[src/rtl/clk_rst_gen.sv]
// Multi-channel clock divider and staggered reset sequencer.
// One reference clock in; NUM_CH gated, divided clocks and per-channel active-low resets out.
module clk_rst_gen #(
    parameter int NUM_CH      = 4,
    parameter int DIV_W       = 8,
    parameter int HOLD_CYC    = 16,
    parameter int STAGGER_CYC = 4,
    parameter int SYNC_STAGES = 2
) (
    input  logic                    clk,
    input  logic                    arst_n,
    input  logic [NUM_CH-1:0]       clk_en_i,
    input  logic [NUM_CH*DIV_W-1:0] div_i,
    input  logic                    srst_req_i,
    output logic [NUM_CH-1:0]       clk_o,
    output logic [NUM_CH-1:0]       rst_n_o,
    output logic                    ready_o
);

    localparam int HCW = $clog2(HOLD_CYC + 1);
    localparam int SCW = $clog2(STAGGER_CYC + 1);
    localparam int ICW = (NUM_CH > 1) ? $clog2(NUM_CH) : 1;

    typedef enum logic [1:0] {
        HOLD    = 2'd0,
        RELEASE = 2'd1,
        RUN     = 2'd2
    } state_t;

    logic [SYNC_STAGES-1:0] sync_q;
    logic                   sync_ok;
    state_t                 state;
    logic [HCW-1:0]         hold_cnt;
    logic [SCW-1:0]         stg_cnt;
    logic [ICW-1:0]         rel_idx;
    logic                   srst_q;

    always_ff @(posedge clk or negedge arst_n) begin
        if (!arst_n) begin
            sync_q <= '0;
        end else begin
            sync_q <= {sync_q[SYNC_STAGES-2:0], 1'b1};
        end
    end

    assign sync_ok = sync_q[SYNC_STAGES-1];

    // Hold counting begins the edge after both the synchroniser reads 1 and the
    // soft request was last sampled low, so both restart paths share one origin.
    always_ff @(posedge clk or negedge arst_n) begin
        if (!arst_n) begin
            state    <= HOLD;
            hold_cnt <= '0;
            stg_cnt  <= '0;
            rel_idx  <= '0;
            rst_n_o  <= '0;
            ready_o  <= 1'b0;
            srst_q   <= 1'b0;
        end else begin
            srst_q <= srst_req_i;
            if (srst_req_i) begin
                state    <= HOLD;
                hold_cnt <= '0;
                stg_cnt  <= '0;
                rel_idx  <= '0;
                rst_n_o  <= '0;
                ready_o  <= 1'b0;
            end else begin
                case (state)
                    HOLD: begin
                        if (sync_ok && !srst_q) begin
                            if (hold_cnt == HCW'(HOLD_CYC - 1)) begin
                                hold_cnt   <= '0;
                                stg_cnt    <= '0;
                                rst_n_o[0] <= 1'b1;
                                if (NUM_CH == 1) begin
                                    state <= RUN;
                                end else begin
                                    state   <= RELEASE;
                                    rel_idx <= ICW'(1);
                                end
                            end else begin
                                hold_cnt <= hold_cnt + HCW'(1);
                            end
                        end
                    end
                    RELEASE: begin
                        if (stg_cnt == SCW'(STAGGER_CYC - 1)) begin
                            stg_cnt          <= '0;
                            rst_n_o[rel_idx] <= 1'b1;
                            if (rel_idx == ICW'(NUM_CH - 1)) begin
                                state <= RUN;
                            end else begin
                                rel_idx <= rel_idx + ICW'(1);
                            end
                        end else begin
                            stg_cnt <= stg_cnt + SCW'(1);
                        end
                    end
                    RUN: begin
                        ready_o <= 1'b1;
                    end
                    default: begin
                        state <= HOLD;
                    end
                endcase
            end
        end
    end

    for (genvar c = 0; c < NUM_CH; c++) begin : g_ch
        logic [DIV_W-1:0] div_in;
        logic [DIV_W-1:0] cnt;
        logic [DIV_W-1:0] div_q;
        logic             clk_q;

        assign div_in   = div_i[c*DIV_W +: DIV_W];
        assign clk_o[c] = clk_q;

        // A running high phase always advances; div_q only reloads where the
        // next state is low with cnt=0, so a period in progress is never reshaped.
        always_ff @(posedge clk or negedge arst_n) begin
            if (!arst_n) begin
                cnt   <= '0;
                div_q <= '0;
                clk_q <= 1'b0;
            end else if (srst_req_i || !rst_n_o[c]) begin
                cnt   <= '0;
                div_q <= div_in;
                clk_q <= 1'b0;
            end else if (clk_en_i[c] || clk_q) begin
                if (cnt == div_q) begin
                    clk_q <= ~clk_q;
                    cnt   <= '0;
                    if (clk_q) begin
                        div_q <= div_in;
                    end
                end else begin
                    cnt <= cnt + DIV_W'(1);
                end
            end else begin
                cnt   <= '0;
                div_q <= div_in;
            end
        end
    end

endmodule

[config.mk]
export PLATFORM = sky130hd
export DESIGN_NAME = clk_rst_gen
export DESIGN_NICKNAME = d
export VERILOG_FILES = /design/src/rtl/clk_rst_gen.sv
export SDC_FILE = /design/constraint.sdc
export NUM_CORES = 1
export LEC_CHECK = 0
export CAP_MARGIN = 5
export CORE_MARGIN = 2
export CORE_UTILIZATION = 25
export CTS_BUF_LIST = sky130_fd_sc_hd__clkbuf_8
export DETAILED_ROUTE_END_ITERATION = 10
export GPL_TIMING_DRIVEN = 0
export SYNTH_ARGS = -nofsm -noshare
export SYNTH_HDL_FRONTEND = slang
export SYNTH_SLANG_ARGS = --single-unit
[constraint.sdc]
create_clock -name clk -period 2.42 [get_ports clk]
set_clock_uncertainty 0.15 [all_clocks]
set_input_delay 0.484 -clock clk [delete_from_list [all_inputs] [get_ports clk]]
set_output_delay 0.484 -clock clk [all_outputs]
set_load 0.05 [all_outputs]
## Yosys cells after proc, flatten, opt, wreduce, memory -nomap -nowiden

Cells that the tools add are included.

- Bits in registers: 88
- Output and inout bits: 9
- Input bits: 39
- Word-level logic and storage cells: 171

- Reductions and logical operators: 44
- Mux-type cells: 69
- Bitwise operators: 5
- Order comparisons: 2
- Eq/ne operators: 23
- Add/subtract/negate cells: 7

Operator list:

| cell | number |
|---|---|
| 8-bit two-way mux | 28 |
| 8-bit by 1-bit adder with 8-bit output (second input constant) | 4 |
| 8-bit equality test | 4 |
| 3-bit != test (second input constant) | 9 |
| 2-bit nonzero test | 13 |
| 5-bit two-way mux | 4 |
| 2-bit AND reduction | 10 |
| 1-bit two-way mux | 17 |
| 2-bit two-way mux | 8 |
| 3-bit two-way mux | 5 |
| 3-bit by 2-bit != test with 1-bit output (second input constant) | 4 |
| 5-bit AND reduction | 2 |
| 1-bit logical OR | 8 |
| 4-bit two-way mux | 2 |
| 2-bit one-hot mux with 3 select lines | 1 |
| 3-bit one-hot mux with 2 select lines | 1 |
| 5-bit by 1-bit adder with 5-bit output (second input constant) | 1 |
| 5-bit by 4-bit equality test with 1-bit output (second input constant) | 1 |
| 1-bit logical NOT | 5 |
| 2-bit equality test (second input constant) | 2 |
| 1-bit NOT | 4 |
| 4-bit OR | 1 |
| 2-bit one-hot mux with 2 select lines | 1 |
| 4-bit AND reduction | 1 |
| 13 further kinds | 14 |

## Logic depth before layout (Yosys ltp)

- Depth in word-level cells: 8
- Mapped depth: 7
- Gate-level depth less buffers: 6

## Least setup slack after synthesis

OpenSTA, ideal clock, no wires.

- Path kind: in2reg
- Start point: input srst_req_i
- End point: register g_ch[3].div_q[0]
- Path buffers: 2
- Stages on the path: 6
- Slack: 0.608 ns
- Data arrival time: 1.528 ns
- Setup time: 0.135 ns
- Required time: 2.135 ns
- Path through: clkbuf_1 nand2b_1 nor2_2 o21a_1 buf_2 o211ai_1

- Word-level cells in the longest chain between the ends: 3
- Elaborated cells on any way between the ends: 5
- Classes of those cells: eq/ne: 2; mux: 1; reduce/logical: 2

Ends and longest elaborated chain:

| item | RTL line | text |
|---|---|---|
| from (decl) | 14 | `input logic srst_req_i,` |
| 1-bit logical OR (*) | 127 | `end else if (srst_req_i \|\| !rst_n_o[c]) begin` |
| 3-bit by 2-bit != test with 1-bit output (no source line) or 3-bit != test (tied branches) | -- |  |
| 2-bit AND reduction (no source line) | -- |  |
| to (signal assigned) | 129 | `div_q <= div_in;` |
| to (signal assigned) | 136 | `div_q <= div_in;` |
| to (signal assigned) | 143 | `div_q <= div_in;` |
| to (decl) | 114 | `logic [DIV_W-1:0] div_q;` |

Mark *: on every way between the ends. The rest lies on a longest branch, timed or not.
A chain may end at the register's enable or synchronous reset.

## Worst setup path in the final report

- Start point: register g_ch[3].clk_q
- End point: output clk_o[3]

RTL lines:

| item | RTL line | text |
|---|---|---|
| from (decl) | 115 | `logic clk_q;` |
| from (signal assigned) | 133 | `clk_q <= ~clk_q;` |
| to (decl) | 15 | `output logic [NUM_CH-1:0] clk_o,` |

No word-level cell between the ends.

==> results.cfg <==
[cts]
post_cts_buffers = 0
cts-resized-gates = 0
clock_latency_ns = 0.37
cts_buffer_depth = 2
clkSlewWorstSetupHoldPaths_ns = 0.10
cts_made_buffers = 9
tritoncts = done
cts_sinks = 88
cts-root-buf = clkbuf_8
cts_max_level = 3

[drt]
viasPerCell = 4.709
wirelength_mm = 10.37
wl_per_cell_um = 13.41
drc_errors = 0
drt_iter0_markers = 202
vias = 3640
dr.pass1.iters = 7
antenna_left = 0

[die]
design.core.area_um2 = 18580
core.rowCount = 50
boundaryPins = 48
die_w_um = 141.4
die_h_um = 141.4
die_area_um2 = 19980
start_util_pct = 25.39

[critical_path]
cp_cell_sequence = buf_4 -> clkdlybuf4s50_1
cp_num_buf_inv = 2
crit_slowest_cell = clkdlybuf4s50_1
crit_path_max_fanout = 4
end_kind = output pin
path_delay_family = buffers and inverters
arrival_ns = 1.68
required_ns = 1.79
startpoint_type = flip-flop
max_stage_delay_ns = 0.79
crit_type = reg -> out

[logic_synthesis]
ys_ff_latch = 88
netlist.area_leader.share_pct = 46.68
yosys.area.top_type = dfrtp_1
synth_area_per_cell_um2 = 9.889
synth_area_leaders = dfrtp_1 (47%), o211ai_1 (10%), xnor2_1 (7.2%), nand4b_1 (4.5%), nand2_1 (3.9%)
synthArstFlopShare_pct = 100.0
synthCells = 477
synthFlopType = dfrtp_1
yosysWarningCount = 0
synth_cell_types = 44
syn_nets = 526
yosysSeqAreaShare_pct = 46.68
syn_area_um2 = 4717
synth_edf_count = 0

[finish]
regArea_um2 = 2202
fillers = 1928
layout.nets = 583
multi_input_area_um2 = 2359
fin_area_um2 = 5689
num_antenna_cells = 0
syn_to_final_growth_pct = 20.61
drive_gt1_share_pct = 6.865

[global_route]
first_global_vias = 3643
antenna_found_initial = 0
grt_max_degree = 46
track_usage_pct = 11.07
grt.overflow.total = 0
grt_pass1_wl_mm = 18.03

[timing]
maxSlewViolCount = 0
period_share_pct = 95.57
rsz0062_at_grt = no
fmax_mhz = 432.4
worst_slew_pin_slew_ns = 0.6789
fin_crit_ns = 2.313
postLayoutSetupSlackWorst_ns = 0.1072
tns_ns = 0
setup_viol = 0
hold_violations = 0
slew_headroom_pct = 54.10

[placement]
placed_cell_area_um2 = 5475
dp_slack_ns = -0.2319
gp_congestion = 0.7408
port_buffers = 44
place_hpwl_mm = 7.267

[job]
cap_viol_max_count = 0

[power]
p_leak_uw = 0.002215
p_per_area_nw_per_um2 = 504.1
ir_drop_mv = 0.3229

[outcome]
status = completed

[hold_path]
hold_path_class = reg -> reg
-- power by group --
| part | switching (uW) | internal [uW] | total, uW | leakage, uW |
|---|---|---|---|---|
| logic | 120 | 119 | 239 | 0.000979 |
| clock network | 588 | 487 | 1080 | 0.0000900 |
| registers | 43.9 | 1510 | 1550 | 0.00115 |
-- routing by layer --
layer	up-vias	track usage (%)	wire length, um
li1	1818	-	-
met1	1730	15.48	5184
met2	81	16.79	4596
met3	11	2.295	434
met4	0	4.421	152
met5	-	0	0
-- through the flow --
step / hold slack, ns / power [uW] / utilization, % / std cells
floorplan: 0.03841 / 1690 / - / 477
global placement: 0.1828 / 1818 / 29.33 / 755
detailed placement: 0.1934 / 1826 / 29.47 / 756
CTS: 0.2156 / 2920 / 30.62 / 773
global route: 0.2209 / 3000 / 30.62 / 773
finish: 0.2083 / 2868 / 30.62 / 773
-- cell type report --
type	count	area share, %
Buffer	32	2.551
Timing Repair Buffer	46	8.357
Tap cell	234	5.146
Inverter	3	0.1979
Clock buffer	9	2.177
Multi-Input combinational cell	354	41.46
Clock inverter	7	1.408
Sequential cell	88	38.71
-- path summary, 6_finish.rpt --
check                              start  cells past startpoint              to  slack (ns)
hold / removal                 sync_q[0]                      0       sync_q[1]        0.21
setup reg to reg                state[0]                      3      rel_idx[0]        0.45
min in group asynchronous         arst_n                      2     hold_cnt[0]        0.50
setup / recovery           g_ch[3].clk_q                      2        clk_o[3]        0.11
max in group asynchronous         arst_n                      3  g_ch[3].cnt[1]        0.99
hold reg to reg                sync_q[0]                      0       sync_q[1]        0.21
-- flip-flops by register name (all words and copies together), names as in the netlist --
signal	cells
hold_cnt	5
g_ch.clk_q	4
rel_idx	2
rst_n_o	4
g_ch.cnt	32
state	2
sync_q	2
ready_o	1
stg_cnt	3
srst_q	1
g_ch.div_q	32
-- kinds of logic after synthesis --
logic type | share of synthesized area, %
xor gates and xnor gates | 10.77
adders and majority gates | 2.653
DFF | 46.68
buffers and inverters | 3.316
AOI/OAI and AO/OA | 15.54
and+or+nand+nor | 20.96
other | 0.07950
-- cell usage after synthesis (3+ instances only) --
cell,count
o21ai_0,7
nand3_1,18
xnor2_1,39
nor2b_1,11
a21boi_0,3
or3b_2,5
buf_2,8
nor2_1,40
nand2b_1,3
a21oi_1,5
o211ai_1,64
o21a_1,8
buf_4,4
xor2_1,19
dfrtp_1,88
clkbuf_1,19
and2_1,6
o21ai_1,4
nand2_1,49
and3_1,8
ha_1,10
inv_1,3
nand4b_1,24
nand4_1,9
-- cells in the final DEF (no fill, tap or decap), types with 2 or more instances in the layout --
cell type         n
a21boi_0          3
a21o_1            2
a21oi_1           5
a32o_1            2
and2_1            6
and3_1            8
buf_2             8
buf_4             5
clkbuf_1         19
clkbuf_8          9
clkdlybuf4s50_1  43
clkinvlp_4        4
dfrtp_1          88
ha_1             10
inv_1             3
nand2_1          49
nand2b_1          3
nand3_1          18
nand4_1           9
nand4b_1         24
nor2_1           40
nor2b_1          11
nor3_1            2
o211ai_1         64
o21a_1            8
o21ai_0           7
o21ai_1           4
or3b_2            5
xnor2_1          39
xor2_1           19
-- timing repair --
action | in CTS | in global routing
setup endpoints to repair | 0 | 0
hold endpoints to repair | 43 | 0
hold buffers | 1 | 0
(Power assumes the default switching activity.)
